==> config.mk <==
export PLATFORM = sky130hd
export DESIGN_NAME = traffic_phase_ctrl
export DESIGN_NICKNAME = d
export VERILOG_FILES = /design/src/rtl/traffic_phase_ctrl_pkg.sv /design/src/rtl/traffic_phase_ctrl_ped_latch.sv /design/src/rtl/traffic_phase_ctrl.sv
export SDC_FILE = /design/constraint.sdc
export NUM_CORES = 1
export LEC_CHECK = 0
export CORE_ASPECT_RATIO = 0.9
export CORE_MARGIN = 8
export CORE_UTILIZATION = 31
export DETAILED_ROUTE_END_ITERATION = 10
export MAX_ROUTING_LAYER = met4
export PLACE_DENSITY_LB_ADDON = 0.1
export SYNTH_ARGS = -nofsm -noshare
export SYNTH_HDL_FRONTEND = slang
export SYNTH_SLANG_ARGS = --single-unit
export TNS_END_PERCENT = 30
==> constraint.sdc <==
create_clock -name clk -period 1.9 [get_ports clk]
set_clock_uncertainty 0.2 [all_clocks]
set_input_delay 0.285 -clock clk [delete_from_list [all_inputs] [get_ports clk]]
set_output_delay 0.285 -clock clk [all_outputs]
set_load 0.02 [all_outputs]
==> src/rtl/traffic_phase_ctrl_pkg.sv <==
// Phase encodings and timing constants shared between the phase controller and
// the countdown timer, plus the controller's internal state set.
package traffic_phase_ctrl_pkg;

  localparam int PHASE_W = 2;

  typedef enum logic [PHASE_W-1:0] {
    PH_GREEN  = 2'b00,
    PH_YELLOW = 2'b01,
    PH_RED    = 2'b10
  } phase_t;

  localparam logic [PHASE_W-1:0] YELLOW_CODE = PH_YELLOW;

  // Load-to-blank window; covers the stale zero the registered timer shows after reload
  localparam int                 BLANK_W      = 2;
  localparam logic [BLANK_W-1:0] BLANK_CYCLES = 2'd2;

  typedef enum logic [1:0] {
    ST_GREEN  = 2'd0,
    ST_YELLOW = 2'd1,
    ST_RED    = 2'd2,
    ST_FLASH  = 2'd3
  } state_t;

  function automatic logic [PHASE_W-1:0] phase_code(input state_t s);
    case (s)
      ST_GREEN:  return PH_GREEN;
      ST_YELLOW: return YELLOW_CODE;
      ST_RED:    return PH_RED;
      default:   return YELLOW_CODE;
    endcase
  endfunction

endpackage

==> src/rtl/traffic_phase_ctrl_ped_latch.sv <==
// Pedestrian request latch: holds a button press until the next entry into RED,
// then converts it into a walk grant with a one-cycle acknowledge.
module traffic_phase_ctrl_ped_latch (
  input  logic clk,
  input  logic rst_n,
  input  logic ped_req,
  input  logic in_red,
  input  logic enter_red,
  input  logic leave_red,
  output logic walk_grant,
  output logic ped_ack
);

  logic ped_pending;

  always_ff @(posedge clk or negedge rst_n) begin
    if (!rst_n) begin
      ped_pending <= 1'b0;
      walk_grant  <= 1'b0;
      ped_ack     <= 1'b0;
    end else begin
      ped_ack <= 1'b0;
      // A press coinciding with the grant edge is absorbed by that grant
      if (enter_red && ped_pending) begin
        walk_grant  <= 1'b1;
        ped_pending <= 1'b0;
        ped_ack     <= 1'b1;
      end else begin
        if (leave_red)
          walk_grant <= 1'b0;
        if (ped_req && !(in_red && walk_grant))
          ped_pending <= 1'b1;
      end
    end
  end

endmodule

==> src/rtl/traffic_phase_ctrl.sv <==
// Main-road phase sequencer in front of the countdown timer: GREEN -> YELLOW ->
// RED -> GREEN, with a flashing-yellow night mode and pedestrian walk during RED.
//
// state     | meaning
// ----------+---------------------------------------------------------------
// ST_GREEN  | main road green, timer running GREEN time
// ST_YELLOW | main road yellow, timer running YELLOW time
// ST_RED    | main road red; walk lamp allowed if a request was granted
// ST_FLASH  | night mode, yellow toggles on every yellow-time expiry
module traffic_phase_ctrl #(
  parameter logic [31:0] PED_CLEAR = 32'd5
) (
  input  logic        clk,
  input  logic        rst_n,
  input  logic        zero,
  input  logic [31:0] timer_value,
  input  logic        ped_req,
  input  logic        night_mode,
  output logic [1:0]  current_state,
  output logic        load,
  output logic        main_green,
  output logic        main_yellow,
  output logic        main_red,
  output logic        ped_walk,
  output logic        ped_ack,
  output logic        night_active
);

  import traffic_phase_ctrl_pkg::*;

  state_t             state;
  state_t             next_state;
  logic [BLANK_W-1:0] blank;
  logic               flash_on;
  logic               accept;
  logic               walk_grant;

  assign accept = zero && (blank == '0) && !load;

  always_comb begin
    next_state = state;
    if (night_mode)
      next_state = ST_FLASH;
    else begin
      case (state)
        ST_GREEN:  next_state = ST_YELLOW;
        ST_YELLOW: next_state = ST_RED;
        ST_RED:    next_state = ST_GREEN;
        default:   next_state = ST_RED;
      endcase
    end
  end

  always_ff @(posedge clk or negedge rst_n) begin
    if (!rst_n) begin
      state         <= ST_GREEN;
      current_state <= PH_GREEN;
      load          <= 1'b0;
      blank         <= '0;
      flash_on      <= 1'b1;
    end else begin
      load <= 1'b0;
      if (accept) begin
        state         <= next_state;
        current_state <= phase_code(next_state);
        load          <= 1'b1;
        blank         <= BLANK_CYCLES;
        flash_on      <= (state == ST_FLASH && next_state == ST_FLASH) ? !flash_on : 1'b1;
      end else if (!load && blank != '0) begin
        blank <= blank - BLANK_W'(1);
      end
    end
  end

  traffic_phase_ctrl_ped_latch u_ped_latch (
    .clk        (clk),
    .rst_n      (rst_n),
    .ped_req    (ped_req),
    .in_red     (state == ST_RED),
    .enter_red  (accept && next_state == ST_RED),
    .leave_red  (accept && state == ST_RED),
    .walk_grant (walk_grant),
    .ped_ack    (ped_ack)
  );

  assign main_green   = (state == ST_GREEN);
  assign main_yellow  = (state == ST_YELLOW) || (state == ST_FLASH && flash_on);
  assign main_red     = (state == ST_RED);
  assign night_active = (state == ST_FLASH);
  assign ped_walk     = (state == ST_RED) && walk_grant && (blank == '0) && !load &&
                        (timer_value > PED_CLEAR);

endmodule

==> summary.md <==
| Metric | Value |
|---|---|
| CP max FO | 2 |
| Pwr dens | 1000 nW/um^2 |
| Total core area | 1700 sq um |
| Hold-fix buffers, CTS | 0 |
| Vias in the first global route | 664 |
| Max-cap check violation count | 0 |
| LEAKAGE | 0.000806 uW |
| Post-DR wirelength/cell | 16.0 um |
| Post-Syn Nets | 96 |
| FF+latch area | 277 sq um |
| Final Power | 1240 uW |
| Syn_area_per_cell | 9.86 sq um |
| Fill cells | 140 |
| Initial antenna violation count | 0 |
| H-tree levels | 1 |
| Gr usage total | 12.1% |
| Arrival @ worst endpoint | 1.40 ns |
| Post-route cell area | 1230 sq um |
| Reg2reg start | blank[0] |
| Ys Warns | 0 |
| Chip Height | 56.7 um |
| Synth cell types | 24 |
| Nets | 152 |
| Die ar. | 3480 sq um |
| Area of the multi-input gates | 309 sq um |
| Global routing's busiest layer | met2 |
| GRT met1 Usage | 13.0% |
| Area leader, netlist | dfrtp_1 |
| Routed wire length | 2200 um |
| Hpwl dp | 1650 um |
| Worst-Margin Slew | 0.538 ns |
| Met2 Track Usage GR | 20.9% |
| Cts bufs inserted | 3 |
| Yosys reg bits | 11 |
| Antenna cells | 0 |
| Worst reg2reg path depth | 7 |
| Starting Density | 33.7% |
| Post-synth top flop | dfrtp_1 |
| Final min period | 1.89 ns |
| First DRT Iteration DRCs | 17 |
| Die Width | 61.3 um |
| Max Buffers Root-to-Sink | 2 |
| Status | finished clean |
| IR drop worst, VDD | 920 uV |
| Antenna viol nets, final | 0 |
| Sequential-to-total area share from yosys stat | 48.4% |
| Synthesized area | 572 sq um |
| Num rows | 14 |
| Top cells by area, synth | dfrtp_1 (44%), nor4_1 (6.6%), dfstp_2 (4.6%) |
| Type of element capturing the critical path | primary output |
| Async set-reset flop share out of synthesis | 100% |
| Fmax | 530 MHz |
| Pre-CTS setup slack | -0.592 ns |
| Slew Limit Headroom | 64.0% |
| First-pass GRT wire length | 3130 um |
| Routed vias | 650 |
| Via density | 4.74 |
| Fraction of layout cells with a size suffix above 1 | 21.2% |
| Clock root buffer | clkbuf_4 |
| CP Launch Type | flop |
| DRC errors left | 0 |
| Final GP Congestion | 0.755 |
| Worst path required time | 1.41 ns |
| Final Hold Vio Count | 0 |
| Largest net degree at the start of global routing | 12 |
| Period utilization | 99.3% |
| IO Count | 46 |
| Met3 usage | 4.09% |
| Critical Path Source | state[0] |
| Setup violations, final | 0 |
| EDFF count, synth | 0 |
| Clock slew at reported path FFs | 0.07 ns |
| Post-synthesis instance total | 58 |
| # port buffers | 44 |
| Worst skew pair latency | 0.27 ns |
| CTS Sinks | 11 |
| Share of the synthesized area in the top cell type | 43.8% |
| Placed cell area | 1090 sq um |
| Class of the worst hold path | input port to asynchronous set/reset pin |
| Setup ws final | 0.0133 ns |
| Crit Path Class | flop to primary output |
| Total global routing overflow | 0 |
| First-pass detailed-route iteration total | 4 |
| Final hold slack | 0.162 ns |
| Area grow syn2layout | 116% |
| Unrepaired setup endpoints after global routing | yes |
| CTS tree | done |
| Max-slew violations | 0 |
[routing by layer]
| layer | wire length [um] | vias to the layer above |
|---|---|---|
| met5 | 0 | - |
| met3 | 47 | 4 |
| li1 | - | 318 |
| met2 | 1270 | 11 |
| met1 | 852 | 317 |
| met4 | 22 | 0 |
[registers in the layout, summed over array words and instances (netlist names)]
name,count
current_state,2
load,1
u_ped_latch.ped_pending,1
blank,2
u_ped_latch.walk_grant,1
state,2
flash_on,1
u_ped_latch.ped_ack,1
[cell usage after synthesis, types with 2 or more instances]
cell type and number:
nor2_1 6, inv_1 5, nand2_1 6, o21ai_0 2
dfrtp_1 10, a21oi_1 3, nor4_1 6, nor3_1 2
and4_1 3
[repair_timing]
action,CTS,global route
setup endpoints to repair,5,3
gates resized for setup,9,42
pin swaps,0,6
setup buffers,0,0
[placed cells by master (no fill, tap or decap), types with 2 or more instances in the layout]
cell type,n
a21oi_1,3
o21ai_0,2
clkbuf_4,3
nor4_1,3
dlygate4sd2_1,3
nor2_1,6
inv_1,4
buf_4,8
dlymetal6s2s_1,32
dfrtp_1,10
nor4_2,3
nand2_1,6
and4_1,3
clkdlybuf4s50_1,7
[path summary, 6_finish.rpt]
kind	slack (ns)	to
setup / recovery	0.01	ped_walk
hold / removal	0.16	load
setup reg to reg	0.36	u_ped_latch.ped_pending
hold reg to reg	0.28	current_state[1]
max in group asynchronous	0.96	flash_on
min in group clk	0.28	current_state[1]
[critical path, cell delays in order, from the launching register on]
cell       delay, ns
dfrtp_1         0.37
nand3b_1        0.23
a2111oi_4       0.34
buf_4           0.19
[final cells by class]
class                   instances  area share [%]
multi-input cells              41            25.1
repair buffers                 51            45.8
clock buffers                   3            1.83
well taps                      24            2.43
clock inverters                 1           0.406
inverters                       6            2.03
flip-flops and latches         11            22.4
[power by group]
| group | internal, uW | total (uW) | switching, uW | leakage [uW] |
|---|---|---|---|---|
| Sequential | 336 | 383 | 47.4 | 0.000128 |
| Clock | 78.0 | 155 | 76.8 | 0.0000177 |
| Combinational | 354 | 701 | 347 | 0.000660 |
[through the flow]
step | std cells | utilization, % | TNS (ns)
after global routing | 137 | 72.6 | -0.0613
after detailed placement | 133 | 64.4 | -0.592
after floorplan | 58 | - | 0
after CTS | 137 | 65.5 | -0.139
final | 137 | 72.6 | 0
after global placement | 133 | 64.4 | -0.562
[kinds of logic (layout without fill, tap and decap cells)]
group | Yosys count | count (layout) | share of synthesized area (%)
compound gates | 9 | 9 | 10.9
fa+ha+maj | 1 | 1 | 2.19
buf+inv | 6 | 61 | 4.38
flops | 11 | 11 | 48.4
mux | 1 | 1 | 1.75
simple gates | 30 | 30 | 32.4
No activity file was read; power rests on OpenSTA's default activity.
